==> config.mk <==
export PLATFORM = sky130hd
export DESIGN_NAME = intersection_phase_ctrl_flat
export DESIGN_NICKNAME = d
export VERILOG_FILES = /design/src/rtl/intersection_phase_ctrl_if.sv /design/src/rtl/intersection_phase_ctrl.sv /design/src/flat_wrapper.sv
export SDC_FILE = /design/constraint.sdc
export NUM_CORES = 1
export LEC_CHECK = 0
export ABC_AREA = 1
export CAP_MARGIN = 20
export CORE_UTILIZATION = 35
export CTS_CLUSTER_SIZE = 30
export DETAILED_ROUTE_END_ITERATION = 6
export GPL_TIMING_DRIVEN = 0
export RECOVER_POWER = 50
export SLEW_MARGIN = 20
export SYNTH_ARGS = -nofsm -noshare
export SYNTH_HDL_FRONTEND = slang
export SYNTH_SLANG_ARGS = --single-unit
==> constraint.sdc <==
create_clock -name clk -period 1.6 [get_ports clk]
set_input_delay 0.32 -clock clk [delete_from_list [all_inputs] [get_ports clk]]
set_output_delay 0.32 -clock clk [all_outputs]
set_load 0.02 [all_outputs]
==> src/rtl/intersection_phase_ctrl_if.sv <==
// Intersection controller request/lamp bundle.
// Master drives the sensors; slave is the controller.
interface intersection_phase_ctrl_if;
  logic       veh_b_req;
  logic       ped_req;
  logic       a_red;
  logic       a_yellow;
  logic       a_green;
  logic       b_red;
  logic       b_yellow;
  logic       b_green;
  logic       walk;
  logic       ped_wait;
  logic [2:0] phase;

  modport master (
    output veh_b_req, ped_req,
    input  a_red, a_yellow, a_green,
    input  b_red, b_yellow, b_green,
    input  walk, ped_wait, phase
  );

  modport slave (
    input  veh_b_req, ped_req,
    output a_red, a_yellow, a_green,
    output b_red, b_yellow, b_green,
    output walk, ped_wait, phase
  );
endinterface

==> src/rtl/intersection_phase_ctrl.sv <==
// Two-approach intersection phase controller with
// latched side-street and pedestrian requests.
module intersection_phase_ctrl #(
  parameter int A_MIN_GREEN  = 40,
  parameter int B_GREEN_TIME = 30,
  parameter int YELLOW_TIME  = 20,
  parameter int ALLRED_TIME  = 4,
  parameter int WALK_TIME    = 50
) (
  input logic clk,
  input logic rst,
  intersection_phase_ctrl_if.slave io
);

  localparam logic [2:0] A_GRN = 3'd0;
  localparam logic [2:0] A_YEL = 3'd1;
  localparam logic [2:0] AR1   = 3'd2;
  localparam logic [2:0] WALK  = 3'd3;
  localparam logic [2:0] B_GRN = 3'd4;
  localparam logic [2:0] B_YEL = 3'd5;
  localparam logic [2:0] AR2   = 3'd6;

  localparam logic [7:0] AMG_LAST = 8'(A_MIN_GREEN - 1);
  localparam logic [7:0] BG_LAST  = 8'(B_GREEN_TIME - 1);
  localparam logic [7:0] YEL_LAST = 8'(YELLOW_TIME - 1);
  localparam logic [7:0] AR_LAST  = 8'(ALLRED_TIME - 1);
  localparam logic [7:0] WLK_LAST = 8'(WALK_TIME - 1);

  logic [2:0] state_q, state_d;
  logic [7:0] cnt_q, cnt_d;
  logic       b_pend_q, b_pend_d;
  logic       ped_pend_q, ped_pend_d;
  logic       b_serving;
  logic       enter_b;
  logic       enter_walk;

  always_comb begin
    state_d = state_q;
    unique case (state_q)
      A_GRN:
        if (cnt_q >= AMG_LAST && (b_pend_q || ped_pend_q))
          state_d = A_YEL;
      A_YEL:
        if (cnt_q == YEL_LAST) state_d = AR1;
      AR1:
        if (cnt_q == AR_LAST)
          state_d = ped_pend_q ? WALK : B_GRN;
      WALK:
        if (cnt_q == WLK_LAST)
          state_d = b_pend_q ? B_GRN : A_GRN;
      B_GRN:
        if (cnt_q == BG_LAST) state_d = B_YEL;
      B_YEL:
        if (cnt_q == YEL_LAST) state_d = AR2;
      AR2:
        if (cnt_q == AR_LAST) state_d = A_GRN;
      default:
        state_d = AR2;
    endcase
  end

  always_comb begin
    cnt_d = cnt_q;
    if (state_d != state_q)  cnt_d = 8'd0;
    else if (cnt_q != 8'hff) cnt_d = cnt_q + 8'd1;
  end

  assign b_serving  = (state_q == B_GRN) || (state_q == B_YEL);
  assign enter_b    = (state_d == B_GRN) && (state_q != B_GRN);
  assign enter_walk = (state_d == WALK) && (state_q != WALK);

  // Clear wins: a request on the entering edge is served now.
  always_comb begin
    b_pend_d = b_pend_q;
    if (enter_b)
      b_pend_d = 1'b0;
    else if (io.veh_b_req && !b_serving)
      b_pend_d = 1'b1;
  end

  always_comb begin
    ped_pend_d = ped_pend_q;
    if (enter_walk)
      ped_pend_d = 1'b0;
    else if (io.ped_req && state_q != WALK)
      ped_pend_d = 1'b1;
  end

  always_ff @(posedge clk) begin
    if (rst) begin
      state_q    <= AR2;
      cnt_q      <= 8'd0;
      b_pend_q   <= 1'b0;
      ped_pend_q <= 1'b0;
    end else begin
      state_q    <= state_d;
      cnt_q      <= cnt_d;
      b_pend_q   <= b_pend_d;
      ped_pend_q <= ped_pend_d;
    end
  end

  assign io.a_green  = (state_q == A_GRN);
  assign io.a_yellow = (state_q == A_YEL);
  assign io.a_red    = !io.a_green && !io.a_yellow;
  assign io.b_green  = (state_q == B_GRN);
  assign io.b_yellow = (state_q == B_YEL);
  assign io.b_red    = !io.b_green && !io.b_yellow;
  assign io.walk     = (state_q == WALK);
  assign io.ped_wait = ped_pend_q;
  assign io.phase    = state_q;

endmodule
==> src/flat_wrapper.sv <==
// flat-port wrapper written by rule: the top's interface ports become plain ports
module intersection_phase_ctrl_flat 
#(
  parameter int A_MIN_GREEN  = 40,
  parameter int B_GREEN_TIME = 30,
  parameter int YELLOW_TIME  = 20,
  parameter int ALLRED_TIME  = 4,
  parameter int WALK_TIME    = 50
)
  (clk, rst, io_veh_b_req, io_ped_req, io_a_red, io_a_yellow, io_a_green, io_b_red, io_b_yellow, io_b_green, io_walk, io_ped_wait, io_phase);
  intersection_phase_ctrl_if io_i ();
  input logic clk;
  input logic rst;
  input wire logic [$bits(io_i.veh_b_req)-1:0] io_veh_b_req;
  input wire logic [$bits(io_i.ped_req)-1:0] io_ped_req;
  output wire logic [$bits(io_i.a_red)-1:0] io_a_red;
  output wire logic [$bits(io_i.a_yellow)-1:0] io_a_yellow;
  output wire logic [$bits(io_i.a_green)-1:0] io_a_green;
  output wire logic [$bits(io_i.b_red)-1:0] io_b_red;
  output wire logic [$bits(io_i.b_yellow)-1:0] io_b_yellow;
  output wire logic [$bits(io_i.b_green)-1:0] io_b_green;
  output wire logic [$bits(io_i.walk)-1:0] io_walk;
  output wire logic [$bits(io_i.ped_wait)-1:0] io_ped_wait;
  output wire logic [$bits(io_i.phase)-1:0] io_phase;
  assign io_i.veh_b_req = io_veh_b_req;
  assign io_i.ped_req = io_ped_req;
  assign io_a_red = io_i.a_red;
  assign io_a_yellow = io_i.a_yellow;
  assign io_a_green = io_i.a_green;
  assign io_b_red = io_i.b_red;
  assign io_b_yellow = io_i.b_yellow;
  assign io_b_green = io_i.b_green;
  assign io_walk = io_i.walk;
  assign io_ped_wait = io_i.ped_wait;
  assign io_phase = io_i.phase;
  intersection_phase_ctrl #(.A_MIN_GREEN(A_MIN_GREEN), .B_GREEN_TIME(B_GREEN_TIME), .YELLOW_TIME(YELLOW_TIME), .ALLRED_TIME(ALLRED_TIME), .WALK_TIME(WALK_TIME)) u_core (.clk(clk), .rst(rst), .io(io_i));
endmodule
==> key figures <==
Global routing
  • Total global routing overflow: 0
  • Vias in the first global route: 868
  • Antenna violations before repair: 0
  • All-Layer GR Usage: 0.189
  • Pin count of the biggest net entering global routing: 9
  • First-pass GRT wire length: 3750 µm

Clock tree
  • Number of buffers inserted by hold repair at cts: 0
  • CTS tree: yes
  • Number of buffers on the longest clock path: 2
  • CTS buffer count: 3
  • Insertion delay to the later sink of the worst-skew pair: 280 ps
  • Root buf cell: sky130_fd_sc_hd__clkbuf_4
  • H-tree levels: 1
  • Clock sinks: 13
  • Post-CTS clock slew at the launch and capture registers of the worst setup and hold paths: 90 ps

Logic synthesis
  • Share of async-settable or async-resettable flops after synthesis: 0
  • Post-synth EDFFs: 0
  • Number of storage elements in the synthesis netlist: 13
  • Mapped cell area: 876 µm²
  • Top_reg_cell synth: sky130_fd_sc_hd__dfxtp_1
  • Main area contributors after synthesis: sky130_fd_sc_hd__dfxtp_1 30%, sky130_fd_sc_hd__nor2_1 15%, sky130_fd_sc_hd__nand2_1 14%
  • Portion of the post-synthesis area used by sequential elements: 0.297
  • Dominant cell by count in the synthesized netlist: sky130_fd_sc_hd__nor2_1
  • Synthesized instance count: 146
  • Most frequent cells after synthesis: 34 x sky130_fd_sc_hd__nor2_1, 32 x sky130_fd_sc_hd__nand2_1, 21 x sky130_fd_sc_hd__inv_1
  • Mean instance size in the synthesized netlist: 6.00 µm²
  • Yosys warns: 0
  • Syn Nets: 152
  • Post-synth top area cell: sky130_fd_sc_hd__dfxtp_1
  • Unique cell type count in the Yosys netlist: 19
  • Area share of the leading cell type in the synthesized netlist: 0.297

STA
  • Total count of max-transition violations in the final report: 0
  • Worst Max-Slew Pin Slew: 262 ps
  • Final Worst Setup Slack: -21.4 ps
  • Minimum period implied by the final worst setup slack: 1620 ps
  • Crit share post-route: 1.01
  • Final-layout worst hold slack: 487 ps
  • Final Hold Violating Endpoints: 0
  • Normalized max-slew margin: 0.825
  • Setup violation total in the final timing report: 1
  • Setup repair after global routing missed its margin: yes
  • Max Fclk: 617 MHz
  • Clock skew after layout: 8.15 ps

Place
  • Instance count after placement with tap cells included: 188
  • Routability congestion estimate from global placement: 0.841
  • Final HPWL DP: 1590 µm
  • Port buffer count: 14

Worst setup path
  • Reg2Reg Setup Slack: 0 ps
  • Max FO, Critical Path: 5
  • Startpoint kind of the worst setup timing path: flip-flop
  • Endpoint of the most critical register-to-register path: u_core.cnt_q[6]
  • Worst R2R Start: u_core.cnt_q[0]
  • Data arrival time of the critical path: 1300 ps
  • Startpoint-to-endpoint class of the critical path: reg -> out
  • Worst r2r path cells: 10
  • Critical Path RT: 1280 ps
  • Worst setup EP type: output port

Power and ir drop
  • Pwr/cell area: 988 mW/mm²
  • Reported leakage power: 0.620 nW
  • Worst IR drop on VDD: 0.000740 V

Floorplan
  • Chip height: 52.0 µm
  • Cell Rows: 17
  • Floorplan Core Area: 0.00228 mm²
  • Starting Density: 0.385
  • I/O pins: 15
  • Total Die Area: 0.00271 mm²
  • Die Span X: 52.0 µm

Cells and area
  • Total Nets Final: 179
  • Share of layout cells above drive strength 1: 0.453
  • Antenna Cells: 0
  • Post-Layout Cell Count: 200
  • Area growth from synthesis to final layout: 48.6%

Detailed routing
  • Aggregate routed wire length: 2290 µm
  • Number of DRC markers in iteration 0: 16
  • Drt drc: 0
  • Drt first pass iters: 5
  • Average routed wire per standard cell: 11.5 µm
  • Final antenna-violating net count: 0
  • Per-cell via count in the routed design: 5.03
  • Via count: 1006

Worst hold path
  • Worst Min Path Start: u_core.b_pend_q
  • Path class of the lowest-slack min-delay path: reg -> reg
  • Cell depth of the worst min-delay path: 2
  • End point of the worst hold path: u_core.b_pend_q

Status
  • Result of the run: finished with violations
  • Violated checks: setup timing

Flow run
  • Max-capacitance violation count: 0
## cells by family (layout without fill, tap and decap cells)
| group | Yosys count | after routing | share of synthesized area |
|---|---|---|---|
| and+or+nand+nor | 90 | 90 | 0.450 |
| adders and majority gates | 2 | 2 | 0.0286 |
| DFF | 13 | 13 | 0.297 |
| xor gates and xnor gates | 4 | 4 | 0.0400 |
| buffers and inverters | 24 | 50 | 0.103 |
| AOI/OAI and AO/OA | 13 | 13 | 0.0814 |
## final cells by class
cell class,instances,area [µm²]
inverters,24,97.6
multi-input cells,109,664
repair buffers,22,189
flip-flops and latches,13,288
clock inverters,1,5.00
fillers,223,975
well taps,28,35.0
clock buffers,3,22.5
## flip-flops by register name (all words and copies together) (netlist names)
signal	count
u_core.io.phase	3
u_core.cnt_q	8
u_core.b_pend_q	1
u_core.io.ped_wait	1
## worst max-delay path by stage
stage	end	cells after the start	startpoint
6_report	io_b_red	5	u_core.io.phase[0]
5_1_grt	u_core.cnt_q[0]	10	u_core.io.phase[0]
4_1_cts	io_b_red	7	u_core.io.phase[0]
3_5_place_dp	io_b_red	6	u_core.io.phase[1]
3_3_place_gp	io_b_red	6	u_core.io.phase[1]
2_1_floorplan	io_b_red	5	u_core.io.phase[1]
## report_power, final
part	internal [mW]	switching [mW]	leakage (nW)
clock network	0.0928	0.121	0.0177
registers	0.389	0.0916	0.111
logic	0.273	0.318	0.492
total	0.755	0.531	0.620
## timing repair
action | 4_1_cts | 5_1_grt
resized for setup | 54 | 45
buffers inserted | 3 | 5
pin swaps | 10 | 24
setup endpoints to repair | 19 | 14
## cell usage in the layout (no fill, tap or decap), types with 4 or more instances in the layout
| cell type | instances |
|---|---|
| sky130_fd_sc_hd__dfxtp_2 | 4 |
| sky130_fd_sc_hd__inv_2 | 10 |
| sky130_fd_sc_hd__xor2_1 | 4 |
| sky130_fd_sc_hd__nand3_1 | 8 |
| sky130_fd_sc_hd__dfxtp_4 | 6 |
| sky130_fd_sc_hd__buf_2 | 4 |
| sky130_fd_sc_hd__nor2_1 | 23 |
| sky130_fd_sc_hd__nand2_2 | 11 |
| sky130_fd_sc_hd__nor2_2 | 9 |
| sky130_fd_sc_hd__nand2_1 | 22 |
| sky130_fd_sc_hd__buf_4 | 6 |
| sky130_fd_sc_hd__nor2_4 | 6 |
| sky130_fd_sc_hd__a21oi_1 | 6 |
| sky130_fd_sc_hd__inv_1 | 11 |
| sky130_fd_sc_hd__nand4_1 | 4 |
| sky130_fd_sc_hd__dlygate4sd2_1 | 4 |
## routing by layer
layer	part of all wire	up-vias	global-route usage
met5	0	-	0
met4	0.0078	0	0.0541
met3	0.065	4	0.0556
met2	0.51	41	0.340
met1	0.42	449	0.211
li1	-	512	-
## metrics by stage
step                total power [mW]  cell area [µm²]   util  setup slack, ps  TNS [ps]
finish                          1.29             1300  0.572            -21.4     -21.4
global route                    1.39             1300  0.572             -149     -1170
floorplan                      0.737              886      -            -14.4     -14.4
global placement               0.862             1060  0.466             -415     -2140
detailed placement             0.872             1060  0.466             -434     -2370
CTS                             1.20             1160  0.512            -97.9      -240
## worst max-delay path, stage by stage, from the launching register on
cell and delay (ps):
sky130_fd_sc_hd__dfxtp_4 360, sky130_fd_sc_hd__buf_6 130, sky130_fd_sc_hd__nor3_4 230, sky130_fd_sc_hd__or2_4 150, sky130_fd_sc_hd__inv_2 30, sky130_fd_sc_hd__buf_6 120
Power figures use the tool's default switching activity.
